$ cat src/rtl/cmp_stream_debounce.sv
// ---------------------------------------------------------------------------
// cmp_stream_debounce
//   Streaming a-vs-b comparator with a debounced relation tracker.
//   Each accepted sample is compared (signed or unsigned). The raw relation
//   is registered into a single-entry output stage behind a valid/ready
//   handshake. A debounced relation (EQ/LT/GT) changes only after DEBOUNCE
//   consecutive accepted samples agree on a new relation. Debounced changes
//   are counted in a saturating counter.
//
// Ports
//   clk, rst        clock, synchronous active-high reset
//   in_valid/ready  input handshake; in_ready = !out_valid || out_ready
//   a, b            operands (WIDTH bits)
//   signed_mode     1: two's-complement compare, 0: unsigned
//   out_valid/ready output handshake, 1-cycle latency
//   gt, lt, eq      raw relation of the current beat (one-hot when valid)
//   state           debounced relation after this beat (00 EQ, 01 LT, 10 GT)
//   state_chg       this beat switched the debounced relation
//   trans_cnt       saturating count of debounced changes
//   clr_cnt         synchronous clear of trans_cnt (wins over increment)
// ---------------------------------------------------------------------------
module cmp_stream_debounce #(
  parameter int WIDTH    = 16,
  parameter int DEBOUNCE = 4,
  parameter int CNT_W    = 16
) (
  input  logic             clk,
  input  logic             rst,
  input  logic             in_valid,
  output logic             in_ready,
  input  logic [WIDTH-1:0] a,
  input  logic [WIDTH-1:0] b,
  input  logic             signed_mode,
  output logic             out_valid,
  input  logic             out_ready,
  output logic             gt,
  output logic             lt,
  output logic             eq,
  output logic [1:0]       state,
  output logic             state_chg,
  output logic [CNT_W-1:0] trans_cnt,
  input  logic             clr_cnt
);

  typedef enum logic [1:0] {
    REL_EQ = 2'b00,
    REL_LT = 2'b01,
    REL_GT = 2'b10
  } rel_e;

  // Run length never holds DEBOUNCE itself (it resets to 0 on a change),
  // but run+1 must be able to reach DEBOUNCE.
  localparam int RUN_W = (DEBOUNCE < 2) ? 1 : $clog2(DEBOUNCE + 1);
  localparam logic [RUN_W-1:0] DEB_V = RUN_W'(DEBOUNCE);

  // -------------------------------------------------------------------------
  // Registers
  // -------------------------------------------------------------------------
  logic             vld_q;
  logic             gt_q, lt_q, eq_q;
  rel_e             state_q, state_d;
  rel_e             cand_q,  cand_d;
  logic [RUN_W-1:0] run_q,   run_d;
  logic             chg_q,   chg_d;
  logic [CNT_W-1:0] cnt_q,   cnt_d;

  // -------------------------------------------------------------------------
  // Handshake
  // -------------------------------------------------------------------------
  logic accept, consume;

  assign in_ready = !vld_q || out_ready;
  assign accept   = in_valid && in_ready;
  assign consume  = vld_q && out_ready;

  // -------------------------------------------------------------------------
  // Raw compare of the incoming sample
  // -------------------------------------------------------------------------
  logic gt_c, lt_c, eq_c;
  rel_e rel_c;

  always_comb begin
    eq_c = (a == b);
    if (signed_mode) gt_c = ($signed(a) > $signed(b));
    else             gt_c = (a > b);
    lt_c = !eq_c && !gt_c;
    if (eq_c)      rel_c = REL_EQ;
    else if (gt_c) rel_c = REL_GT;
    else           rel_c = REL_LT;
  end

  // -------------------------------------------------------------------------
  // Debounce next-state, only meaningful when a sample is accepted
  // -------------------------------------------------------------------------
  always_comb begin
    state_d = state_q;
    cand_d  = cand_q;
    run_d   = run_q;
    chg_d   = 1'b0;
    if (rel_c == state_q) begin
      // Agreement with the current state breaks any pending run.
      run_d = '0;
    end else if (rel_c == cand_q) begin
      run_d = run_q + 1'b1;
    end else begin
      cand_d = rel_c;
      run_d  = {{(RUN_W-1){1'b0}}, 1'b1};
    end
    if (run_d == DEB_V) begin
      state_d = cand_d;
      run_d   = '0;
      chg_d   = 1'b1;
    end
  end

  // -------------------------------------------------------------------------
  // Transition counter: clear wins, otherwise saturating increment
  // -------------------------------------------------------------------------
  always_comb begin
    cnt_d = cnt_q;
    if (clr_cnt)
      cnt_d = '0;
    else if (accept && chg_d && (cnt_q != {CNT_W{1'b1}}))
      cnt_d = cnt_q + 1'b1;
  end

  // -------------------------------------------------------------------------
  // Sequential state
  // -------------------------------------------------------------------------
  always_ff @(posedge clk) begin
    if (rst) begin
      vld_q   <= 1'b0;
      gt_q    <= 1'b0;
      lt_q    <= 1'b0;
      eq_q    <= 1'b0;
      state_q <= REL_EQ;
      cand_q  <= REL_EQ;
      run_q   <= '0;
      chg_q   <= 1'b0;
      cnt_q   <= '0;
    end else begin
      if (accept) begin
        // New beat loads (also covers same-cycle consume: no bubble).
        vld_q   <= 1'b1;
        gt_q    <= gt_c;
        lt_q    <= lt_c;
        eq_q    <= eq_c;
        state_q <= state_d;
        cand_q  <= cand_d;
        run_q   <= run_d;
        chg_q   <= chg_d;
      end else if (consume) begin
        // Beat fields hold their last values while idle.
        vld_q <= 1'b0;
      end
      cnt_q <= cnt_d;
    end
  end

  // -------------------------------------------------------------------------
  // Outputs
  // -------------------------------------------------------------------------
  assign out_valid = vld_q;
  assign gt        = gt_q;
  assign lt        = lt_q;
  assign eq        = eq_q;
  assign state     = state_q;
  assign state_chg = chg_q;
  assign trans_cnt = cnt_q;

endmodule

$ cat config.mk
export PLATFORM = sky130hd
export DESIGN_NAME = cmp_stream_debounce
export DESIGN_NICKNAME = d
export VERILOG_FILES = /design/src/rtl/cmp_stream_debounce.sv
export SDC_FILE = /design/constraint.sdc
export NUM_CORES = 1
export LEC_CHECK = 0
export ABC_AREA = 1
export CORE_AREA = 2 2 76 78
export CTS_CLUSTER_SIZE = 28
export DETAILED_ROUTE_END_ITERATION = 8
export DIE_AREA = 0 0 78 80
export GPL_TIMING_DRIVEN = 0
export PLACE_DENSITY = 0.73
export SLEW_MARGIN = 20
export SYNTH_ARGS = -nofsm -noshare
export SYNTH_HDL_FRONTEND = slang
export SYNTH_SLANG_ARGS = --single-unit
$ cat constraint.sdc
create_clock -name clk -period 2.8 [get_ports clk]
set_clock_uncertainty 0.1 [all_clocks]
set_input_delay 0.42 -clock clk [delete_from_list [all_inputs] [get_ports clk]]
set_output_delay 0.42 -clock clk [all_outputs]
set_load 0.005 [all_outputs]
### Word-level counts from Yosys, hierarchy flattened

Index checks and enable logic that the tools add are counted.

* word-level logic and storage cells: 41
* register bits after elaboration: 28
* output and inout bits: 24

* mux-type cells: 11
* $add $sub $neg: 2
* magnitude comparators: 2
* reduce and logical (&&, ||, !) cells: 12
* eq/ne operators: 5

Operators by type and width (count)
* $gt 16x16->1: 2
* $add 16x1->16 const B: 1
* $eq 16x16->1: 1
* $ne 16x16->1 const B: 1
* $mux 3: 3
* $mux 2: 4
* $logic_and 1x1->1: 5
* $eq 2x2->1: 2
* $mux 1: 4
* $add 3x1->3 const B: 1
* $eq 3x3->1 const B: 1
* $logic_not 1->1: 3
* $reduce_and 2->1: 1
* $reduce_bool 2->1: 1
* $reduce_or 2->1: 1
* $logic_or 1x1->1: 1

### Logic depth before layout (Yosys ltp)

* depth in word-level cells: 11
* mapped depth: 20
* mapped depth without buffers: 20

### Least setup slack after synthesis

Ideal clock, no wire load.

* kind: input to register
* start: input port b[15]
* end: register cnt_q[5], in the netlist trans_cnt[5]
* data arrival time: 2286 ps
* data required time: 2568 ps
* library setup time: 132 ps
* stages: 19
* slack: 281 ps
* path through: inv_1 > ha_1 > nand2_2 > inv_1 > nand2_1 > nand2_1 > a21oi_1 > nand4_1 > nand2_2 > nand2_2 > nand2_1 > nand2_2 > nand2_4 > nand2_4 > nor2_8 > nand3_4 > buf_6 > nand2_1 > a21oi_1

* longest elaborated chain between the ends: 11
* elaborated cells on any way between the ends: 14
* classes of those cells: order compare: 2; eq/ne: 4; mux: 6; reduce/logical: 2

Ends and longest elaborated chain
* start, declared: line 32 `input logic [WIDTH-1:0] b,`
* $gt 16x16->1, on equally long branches: line 85, 84
* $mux 1: line 84 `if (signed_mode) gt_c = ($signed(a) > $signed(b));`
* $mux 2: line 88 `else if (gt_c) rel_c = REL_GT;`
* $mux 2 (*): line 87 `if (eq_c) rel_c = REL_EQ;`
* $eq 2x2->1: line 103 `end else if (rel_c == cand_q) begin`
* $mux 3: line 103
* $mux 3 (*): line 100 `if (rel_c == state_q) begin`
* $eq 3x3->1 (*): line 109 `if (run_d == DEB_V) begin`
* $mux 1 (*): line 109
* $logic_and 1x1->1 (*) (2 in a row): line 123 `else if (accept && chg_d && (cnt_q != {CNT_W{1'b1}}))`
* end signal, assigned: line 156 `cnt_q <= cnt_d;`
* end, declared: line 65 `logic [CNT_W-1:0] cnt_q, cnt_d;`

Mark *: on every way between the ends. The rest lies on a longest branch, timed or not.
A chain may end at the register's enable or synchronous reset.

### Worst setup path in the final report

* start: input port b[3]
* end: register cnt_q[7], in the netlist trans_cnt[7]

Same word-level chain as after synthesis.

==> impl_metrics.toml <==
[status]
status = "finished, final reports clean"

[cts]
cts_buffer_depth = 2
cts_tree = "yes"
cts.sinks = 28
cts_max_level = 1
clock_latency_ns = 0.28
hold_buffers = 0
clk_pin_slew_worst_paths_ns = 0.09
cts_buffers = 3
root_buffer = "clkbuf_8"

[worst_hold_path]
hold-path-endpoint = "run_q[2]$_SDFFE_PP0P_"
min_path_cells = 2
min-delay-start = "run_q[2]$_SDFFE_PP0P_"
min_path_type = "register to register"

[sta]
finalMaxSlewViolations = 0
timing.final.setup_violations = 0
worst_slew_pin_slew_ns = 0.581
fmax_mhz = 363
final_hold_viol_count = 0
slew_headroom = 0.609
finalCritPeriodShare = 0.983
min_period_ns = 2.75

[global_routing]
grt-ovfl-total = 0
grt_pass1_wl_um = 8980
grt_usage = 0.176
grt_max_degree = 15
antenna_found_initial = 0
grt_pass1_vias = 2016

[floorplan]
die_y_um = 80
io_pins = 62
die_w_um = 78
core_um2 = 5410
rows = 27
start_util = 0.387
fp.dieArea_um2 = 6240

[route]
wire_per_inst_um = 14.0
drc_errors = 0
routed_wl_um = 6330
firstDrtPassIters = 4
num_vias = 2232
drtIter0Drc = 46
vias_per_cell = 4.95
antenna_left = 0

[final_layout]
fin_area_um2 = 3330
multiInputGateArea_um2 = 1570
layout_commonest_cell = "nand2_1"
register_area_um2 = 561
area_delta_synth_final_pct = 59.1
drive_gt1_frac = 0.248
final_cell_mix = "nand2_1, inv_1, clkdlybuf4s50_1, dfxtp_1, a21oi_1"
nFillCells = 455
num_antenna_cells = 0
nNetsFinal = 437
stdcell_count = 451

[pwr]
power_mw = 1.01
leakage_nw = 1.54
p_per_area_nw_per_um2 = 303
ir_worst_vdd_uv = 227

[yosys]
yosys_warnings = 0
ys_seq_area_frac = 0.268
synthCells = 296
syn_avg_cell_area_um2 = 7.06
ys_types = 29
synthesis.area_um2 = 2090
synth_seq_cells = 28
syn_nets = 352

[worst_setup_path]
r2r_end = "trans_cnt[6]$_SDFFE_PP0P_"
end_kind = "register"
crit_top_cell = "nand2_2"
max_stage_delay_ns = 0.48
r2r_cells = 9
critPathArrivalTime_ns = 2.80
crit_chain = "clkdlybuf4s50_1 -> inv_1 -> ha_4 -> nand2_1 -> inv_2 -> nand2_2 -> nand2_2 -> nand2_2 -> nand4_1 -> buf_4 -> nand4_1 -> nand2_2 -> nand2_4 -> buf_12 -> o21ai_4 -> nand3_4 -> buf_6 -> nand2_1 -> a21oi_1"
cp.required_ns = 2.85
cpMaxStageDelayCell = "clkdlybuf4s50_1"
rrSetupSlack_ns = 0.33
rr_startpoint = "trans_cnt[0]$_SDFFE_PP0P_"
path_delay_family = "buffers and inverters"
cp_max_fo = 5
path_class = "primary input to register"
crit_path_start_kind = "primary input"
path_buf_inv = 6

[placed_design]
post-dp-hpwl_um = 3950
portBuffers = 61
dpl_cell_area_um2 = 2790
dp_cells = 429
gp_congestion = 0.922

[job]
maxCapViolCount = 0
## area by class of cell
class	instances	area share
multi-input cells	212	0.472
repair buffers	80	0.250
flip-flops and latches	28	0.168
inverters	49	0.0553
well taps	72	0.0271
plain buffers	7	0.0147
clock buffers	3	0.0124
## worst max-delay path by stage
stage	cells past startpoint	from	to
finish	19	b[3]	trans_cnt[7]$_SDFFE_PP0P_
global route	20	b[3]	trans_cnt[1]$_SDFFE_PP0P_
CTS	20	b[9]	trans_cnt[2]$_SDFFE_PP0P_
detailed placement	18	b[15]	trans_cnt[5]$_SDFFE_PP0P_
global placement	18	b[15]	trans_cnt[8]$_SDFFE_PP0P_
floorplan	19	b[15]	trans_cnt[5]$_SDFFE_PP0P_
## synthesized netlist by cell type
cell type	n	area share
nand2_1	61	0.11
inv_1	49	0.088
dfxtp_1	28	0.27
a21oi_1	27	0.065
nand4_1	20	0.060
ha_1	18	0.11
nor2_1	17	0.031
xor2_1	12	0.050
nand2_2	10	0.030
nand3_1	10	0.024
o21ai_0	7	0.017
nor3_1	5	0.012
buf_6	3	0.016
clkbuf_1	3	0.0054
nor2_2	3	0.0090
o21bai_1	3	0.011
xnor2_1	3	0.013
a211oi_1	2	0.0072
nand2_4	2	0.011
nand3_2	2	0.0096
nor2_4	2	0.011
nor4_1	2	0.0060
and2_1	1	0.0030
buf_1	1	0.0018
nand3_4	1	0.0084
nand4_2	1	0.0060
nor2_8	1	0.0096
o21ai_4	1	0.0078
or3b_2	1	0.0042
## where the power goes
group / switching [mW] / internal, mW
Sequential: 0.00846 / 0.409
Combinational: 0.185 / 0.182
Clock: 0.125 / 0.0969
## sequential cells by signal, summed over array words and instances (netlist names)
signal     flops
cand_q         2
state          2
out_valid      1
lt             1
state_chg      1
run_q          3
trans_cnt     16
gt             1
eq             1
## routing by layer
layer,track usage,wire [um],up-vias
met3,0.0192,238,9
met2,0.306,3210,62
met4,0.0474,94,0
met5,0,0,-
li1,-,-,1133
met1,0.232,2790,1028
## tightest hold or removal path: stages (launching register included)
cell and delay [ns]:
dfxtp_1 0.34, nand2_1 0.07, a21oi_1 0.06
## through the flow
step                      hold slack (ns)  TNS (ns)  utilization  setup slack, ns
after detailed placement            0.380     -9.59        0.516           -0.539
final                               0.397         0        0.616           0.0477
after floorplan                     0.351         0            -            0.281
after global routing                0.422     -1.06        0.616          -0.0864
after CTS                           0.395         0        0.568          0.00143
after global placement              0.373     -8.28        0.516           -0.479
## cells by family after synthesis
family          after synthesis  synth area share
simple gates                139             0.343
fa+ha+maj                    18             0.108
flops                        28             0.268
xor+xnor                     15            0.0628
compound gates               40             0.107
buf+inv                      56             0.111
## timing repair
item,4_1_cts,5_1_grt
endpoints found under the setup margin,20,22
buffers inserted,12,6
pin swaps,21,30
cloned,1,0
gates resized for setup,27,56
(Power assumes the default switching activity.)
